===== config.mk =====
export PLATFORM = sky130hd
export DESIGN_NAME = thermostat_ctrl
export DESIGN_NICKNAME = d
export VERILOG_FILES = /design/src/rtl/thermostat_ctrl.sv
export SDC_FILE = /design/constraint.sdc
export NUM_CORES = 1
export LEC_CHECK = 0
export CAP_MARGIN = 20
export CORE_AREA = 5 5 90 92
export CTS_CLUSTER_DIAMETER = 100
export DETAILED_ROUTE_END_ITERATION = 8
export DIE_AREA = 0 0 95 97
export PLACE_DENSITY_LB_ADDON = 0.3
export SYNTH_ARGS = -nofsm -noshare
export SYNTH_HDL_FRONTEND = slang
export SYNTH_SLANG_ARGS = --single-unit

===== constraint.sdc =====
create_clock -name clock -period 5.35 [get_ports clock]
set_clock_uncertainty 0.1 [all_clocks]
set_input_delay 1.3375 -clock clock [delete_from_list [all_inputs] [get_ports clock]]
set_output_delay 1.3375 -clock clock [all_outputs]
set_load 0.02 [all_outputs]

===== src/rtl/thermostat_ctrl.sv =====
// rtl/thermostat_ctrl.sv - hysteresis thermostat driving heat/cool requests
// Supervises the heating unit's LR/LG acknowledgements and locks out on timeout or conflict.
module thermostat_ctrl #(
  parameter int TEMP_W         = 8,
  parameter int MIN_DWELL      = 16,
  parameter int ACK_TIMEOUT    = 8,
  parameter int LOCKOUT_CYCLES = 32
) (
  input  logic                     clock,
  input  logic                     rst,
  input  logic                     enable,
  input  logic signed [TEMP_W-1:0] temp,
  input  logic                     temp_valid,
  input  logic signed [TEMP_W-1:0] setpoint,
  input  logic        [TEMP_W-1:0] hyst,
  input  logic                     LR,
  input  logic                     LG,
  output logic                     A,
  output logic                     B,
  output logic                     fault
);
  localparam int XW = TEMP_W + 2;
  localparam int DW = $clog2(MIN_DWELL + 1);
  localparam int AW = $clog2(ACK_TIMEOUT + 1);
  localparam int LW = $clog2(LOCKOUT_CYCLES + 1);
  localparam logic [DW-1:0] DWELL_MAX = DW'(MIN_DWELL);
  localparam logic [AW-1:0] ACK_LAST  = AW'(ACK_TIMEOUT - 1);
  localparam logic [LW-1:0] LOCK_LAST = LW'(LOCKOUT_CYCLES - 1);

  typedef enum logic [1:0] {
    S_IDLE,
    S_HEAT,
    S_COOL,
    S_LOCKOUT
  } state_t;

  state_t                    r_state;
  state_t                    w_state_nxt;
  logic signed [TEMP_W-1:0]  r_temp_q;
  logic                      r_seen;
  logic [DW-1:0]             r_dwell_cnt;
  logic [AW-1:0]             r_ack_cnt;
  logic                      r_acked;
  logic [LW-1:0]             r_lock_cnt;
  logic                      r_a;
  logic                      r_b;
  logic                      r_fault;

  logic signed [XW-1:0]      w_temp_x;
  logic signed [XW-1:0]      w_low;
  logic signed [XW-1:0]      w_high;
  logic                      w_cold;
  logic                      w_hot;
  logic                      w_dwell_met;
  logic                      w_entry;
  logic                      w_supervised;
  logic                      w_ack_in;
  logic                      w_conflict;
  logic                      w_satisfied;

  // Two guard bits keep setpoint +/- hyst exact for any signed setpoint and unsigned hyst.
  assign w_temp_x = {{2{r_temp_q[TEMP_W-1]}}, r_temp_q};
  assign w_low    = {{2{setpoint[TEMP_W-1]}}, setpoint} - {2'b00, hyst};
  assign w_high   = {{2{setpoint[TEMP_W-1]}}, setpoint} + {2'b00, hyst};
  assign w_cold   = r_seen && (w_temp_x < w_low);
  assign w_hot    = r_seen && (w_temp_x > w_high);

  assign w_dwell_met  = (r_dwell_cnt == DWELL_MAX);
  assign w_entry      = (w_state_nxt != r_state);
  assign w_supervised = (r_state == S_HEAT) || (r_state == S_COOL);
  assign w_ack_in     = (r_state == S_HEAT) ? LR : LG;
  assign w_conflict   = (r_state == S_HEAT) ? LG : LR;
  assign w_satisfied  = (r_state == S_HEAT) ? (r_temp_q >= setpoint) : (r_temp_q <= setpoint);

  always_comb begin
    w_state_nxt = r_state;
    case (r_state)
      S_IDLE: begin
        if (enable && w_dwell_met && w_cold) begin
          w_state_nxt = S_HEAT;
        end else if (enable && w_dwell_met && w_hot) begin
          w_state_nxt = S_COOL;
        end
      end
      S_HEAT, S_COOL: begin
        if (w_conflict) begin
          w_state_nxt = S_LOCKOUT;
        end else if (!r_acked && !w_ack_in && (r_ack_cnt == ACK_LAST)) begin
          w_state_nxt = S_LOCKOUT;
        end else if (!enable) begin
          w_state_nxt = S_IDLE;
        end else if (w_dwell_met && w_satisfied) begin
          w_state_nxt = S_IDLE;
        end
      end
      S_LOCKOUT: begin
        if (r_lock_cnt == LOCK_LAST) begin
          w_state_nxt = S_IDLE;
        end
      end
      default: w_state_nxt = S_IDLE;
    endcase
  end

  always_ff @(posedge clock) begin
    if (rst) begin
      r_state     <= S_IDLE;
      r_temp_q    <= '0;
      r_seen      <= 1'b0;
      r_dwell_cnt <= '0;
      r_ack_cnt   <= '0;
      r_acked     <= 1'b0;
      r_lock_cnt  <= '0;
      r_a         <= 1'b0;
      r_b         <= 1'b0;
      r_fault     <= 1'b0;
    end else begin
      r_state <= w_state_nxt;
      r_a     <= (w_state_nxt == S_HEAT);
      r_b     <= (w_state_nxt == S_COOL);
      r_fault <= (w_state_nxt == S_LOCKOUT);
      if (temp_valid) begin
        r_temp_q <= temp;
        r_seen   <= 1'b1;
      end
      if (w_entry) begin
        r_dwell_cnt <= '0;
        r_ack_cnt   <= '0;
        r_acked     <= 1'b0;
        r_lock_cnt  <= '0;
      end else begin
        if (!w_dwell_met) begin
          r_dwell_cnt <= r_dwell_cnt + 1'b1;
        end
        if (r_state == S_LOCKOUT) begin
          r_lock_cnt <= r_lock_cnt + 1'b1;
        end
        if (w_supervised) begin
          if (w_ack_in) begin
            r_acked <= 1'b1;
          end
          if (!r_acked) begin
            r_ack_cnt <= r_ack_cnt + 1'b1;
          end
        end
      end
    end
  end

  assign A     = r_a;
  assign B     = r_b;
  assign fault = r_fault;

endmodule


Yosys cells after proc, flatten, opt, wreduce, memory -nomap -nowiden:

Index checks and enable logic that the tools add are counted.

* register bits: 30
* output and inout bits: 3

* bitwise operators: 1
* reductions and logical operators: 16
* magnitude comparators: 4
* eq/ne operators: 10
* add/sub/neg operators: 5
* mux-type cells: 11

Operators with widths (number)
* 2-bit 2-to-1 mux: 7
* 8-bit by 9-bit adder with 10-bit output: 1
* 8-bit by 10-bit > comparator with 1-bit output: 1
* 8-bit by 10-bit < comparator with 1-bit output: 1
* 8-bit by 9-bit subtractor with 10-bit output: 1
* 2-bit equality test (second input constant): 4
* 8-bit greater-or-equal comparator: 1
* 8-bit <= comparator: 1
* 1-bit logical AND: 8
* 6-bit by 1-bit adder with 6-bit output (second input constant): 1
* 6-bit by 5-bit equality test with 1-bit output (second input constant): 1
* 2-bit case mux with 3 select lines: 1
* 5-bit by 1-bit adder with 5-bit output (second input constant): 1
* 5-bit equality test (second input constant): 1
* 4-bit by 1-bit adder with 4-bit output (second input constant): 1
* 2-bit by 1-bit equality test with 1-bit output (second input constant): 2
* 4-bit by 3-bit equality test with 1-bit output (second input constant): 1
* 2-bit AND reduction: 2
* 2-bit OR reduction: 2
* 1-bit 2-to-1 mux: 3
* 1-bit zero test: 2
* 2-bit zero test: 1
* 2-bit != test: 1
* 1-bit logical OR: 1
* 1-bit NOT: 1

Longest topological paths before layout:

* depth in word-level cells: 10
* depth in mapped cells: 19

Least setup slack after synthesis:

OpenSTA, ideal clock, no wires.

* path type: input port to flip-flop
* start point: input port setpoint[0]
* end point: register r_dwell_cnt[0]
* buffers on the path: 1
* setup slack: 0.799 ns
* stages on the path: 18
* arrival time: 4.335 ns
* library setup time: 0.116 ns
* cell sequence: inv_1 > ha_1 > inv_1 > fa_1 > a21o_1 > a21oi_1 > o21bai_1 > a21o_1 > a21oi_1 > o21bai_1 > xnor2_1 > ha_1 > o2111ai_1 > a21oi_1 > o211a_4 > o31ai_2 > buf_6 > nor3_2

* longest elaborated chain between the ends: 10
* elaborated cells between the ends (all ways): 21
* those cells by class: add/sub (2); order compare (4); eq/ne (1); mux (8); reduce/logical (6)

Ends and longest elaborated chain
* start: declaration: line 14 `input logic signed [TEMP_W-1:0] setpoint,`
* branches (longest 7 deep; another with 8-bit by 9-bit adder with 10-bit output)
* 2-bit case mux with 3 select lines (*): line 77 `case (r_state)`
* 2-bit != test (*): line 69 `assign w_entry = (w_state_nxt != r_state);`
* 2-bit OR reduction (no line) (*)
* end signal: assignment: line 133 `r_dwell_cnt <= r_dwell_cnt + 1'b1;`
* end: declaration: line 41 `logic [DW-1:0] r_dwell_cnt;`

Every way passes the cells marked *.
A chain may end at the register's enable or synchronous reset.

Final worst setup path:

* start point: input port setpoint[0]
* end point: register r_dwell_cnt[2]

The elaborated chain is that of the path after synthesis.

==> metrics <==
top-count cell post-synth ha_1; Yosys top cell by area ha_1; H-tree depth 2; CTS Buf Count 5; clk_lat worst skew ~280 ps; GRT Overall Usage 0.133; commonest cells in the synthesized netlist 51 x ha_1, 33 x inv_1, 30 x dfxtp_1, 21 x nor2_1, 20 x a21oi_1; total negative setup slack 0 ps; max frequency between 0.15 and 0.2 GHz; relative slew slack 0.625; worst-path fanout max 16; final core utilization 0.465; CTS sink cnt 30; Initial Utilization 0.388; total gr overflow 0; status finished, final reports clean; largest net degree at the start of global routing 17; Hold Buf Count CTS 0; die width 95 µm; routed vias/inst approximately 5; Psw around 0.18 mW; P_int 0.421 mW; Final Hold Vio Count 0; Net Sw Frac 0.297; DPL Wire Length between 4000 and 5000 µm; top post-synthesis cells by area ha_1 23%, dfxtp_1 22%, xnor2_1 5.4%; WP data arrival slightly above 5000 ps; Combinational Power Share 0.313; CTS clk-pin slew, worst paths about 60 ps; pwr dens around 180 nW/µm²; gpl congestion 0.859; diodes inserted 0; critical path class input port to flop; post-synthesis cell count 312; post-synthesis register bit count 30; TritonCTS clock tree done; power share of the clock group 0.291; PortBufs 32; initial antenna violation count 0; Hold Path Class flop to flop; DRC Markers 0; first-pass GRT wire length about 10000 µm; WL/cell 12.9 µm; cell row count 31; final setup fails 0; Leak 1.44 nW; Net Count, Synth around 400; Place WS -88.5 ps; Post-synth EDFFs 0; reg2reg setup slack between 2000 and 3000 ps; Core ar. just over 7000 µm²; CP Capture Type flop; die area 9220 µm²; root buffer cell clkbuf_8; finished layout cell area 3320 µm²; top cell type's share of synthesized area 0.230; vias in the first global route approximately 2300; ys async rst share 0; IO Count 33; Setup WS post-layout 279 ps; first drt pass iteration count 4; Primary FF master, synth dfxtp_1; Clock Path Buffers 2; non-filler cells, final roughly 450; post-route ant nets 0; DR iter-0 viols 48; layout cells sized above 1 0.0922; crit path launch type input port; Post-CTS Setup Bufs 0; post-synthesis sequential area ratio 0.217; Yosys warning total 0; Resize count post-CTS 0; Seq pwr share 0.396; Syn Std Cell Area 2770 µm²; # Max-Cap Violations 0; routed via count between 2000 and 2500; syn_area_per_cell 8.88 µm²; Peak VDD IR approximately 0.00016 V; final net count roughly 430; crit share post-route 0.948; measured slew at the worst slew-check pin between 500 and 600 ps; Req. time, crit path 5440 ps; Area Overhead vs Synth 19.7%; Tot Pwr ~0.6 mW; Post-Place Cells 440; die extent in y 97 µm; cell area after placement 3230 µm²; Final Critical Period 5070 ps; Netlist cell types 53; WHS 373 ps; Routed WL 5760 µm; Pins Over Slew Limit 0; RSZ-0062 raised after global routing no
## cell type report
cell class / instances / area [µm²]
Sequential cell: 30 / 601
Fill cell: 719 / 3820
Multi-Input combinational cell: 242 / 2020
Tap cell: 99 / 124
Inverter: 34 / 128
Timing Repair Buffer: 35 / 368
Clock buffer: 6 / 82.6
## state kept, by name (all words and copies together), names as in the netlist
name and flops:
r_temp_q 8, B 1, r_acked 1, r_seen 1, r_state 2, A 1, fault 1, r_lock_cnt 6
r_dwell_cnt 5, r_ack_cnt 4
## power by group through the flow
stage / registers, mW / clock network, mW / logic, mW
2_1_floorplan: 0.239 / 0 / 0.128
3_3_place_gp: 0.242 / 0 / 0.185
3_5_place_dp: 0.242 / 0 / 0.186
4_1_cts: 0.237 / 0.182 / 0.188
5_1_grt: 0.238 / 0.190 / 0.213
6_report: 0.237 / 0.174 / 0.187
## kinds of logic after synthesis
group | share of synthesized area
xor gates and xnor gates | 0.0853
and+or+nand+nor | 0.181
muxes | 0.0479
buffers and inverters | 0.0596
adders and majority gates | 0.245
AOI/OAI and AO/OA | 0.165
DFF | 0.217
## worst paths after layout
path,startpoint,endpoint,cells past startpoint
setup / recovery,setpoint[0],r_dwell_cnt[2],20
setup reg to reg,r_state[1],r_dwell_cnt[2],10
hold reg to reg,r_seen,r_seen,2
hold / removal,r_seen,r_seen,2
## metal layers
metal | global-route usage | wire length, µm | share of wire | vias up
li1 | - | - | - | 1183
met1 | 0.157 | 2630 | 0.46 | 1022
met2 | 0.243 | 2910 | 0.50 | 21
met3 | 0.0202 | 160 | 0.028 | 7
met4 | 0.0333 | 58 | 0.010 | 0
met5 | 0 | 0 | 0 | -
## placed cells by master (no fill, tap or decap), types with 3 or more instances in the layout
| master | synthesis | routed |
|---|---|---|
| ha_1 | 51 | 51 |
| inv_1 | 33 | 33 |
| clkdlybuf4s50_1 | 0 | 32 |
| dfxtp_1 | 30 | 30 |
| nor2_1 | 21 | 21 |
| a21oi_1 | 20 | 19 |
| xnor2_1 | 17 | 17 |
| mux2i_1 | 11 | 11 |
| xor2_1 | 10 | 10 |
| nand2_1 | 10 | 10 |
| nor3_2 | 10 | 10 |
| o21ai_0 | 9 | 9 |
| nor3_1 | 8 | 8 |
| o21bai_1 | 7 | 7 |
| nand3_1 | 7 | 7 |
| nor2b_1 | 6 | 6 |
| clkbuf_8 | 0 | 6 |
| nand4_1 | 5 | 5 |
| a21o_1 | 3 | 3 |
## worst max-delay path, stage by stage
cell and delay (ps):
clkdlybuf4s50_1 460, inv_1 80, ha_1 170, inv_1 50, fa_1 400, a21o_1 200, a21oi_2 180, o21bai_1 90
a21o_1 200, a21oi_1 160, o21bai_1 100, xnor2_1 140, ha_1 300, o2111ai_1 110, a21oi_1 80, o211a_4 300
a32oi_1 280, o21ai_2 110, buf_12 160, nor4_2 250
Note: power is estimated with default switching activity, not from simulation.
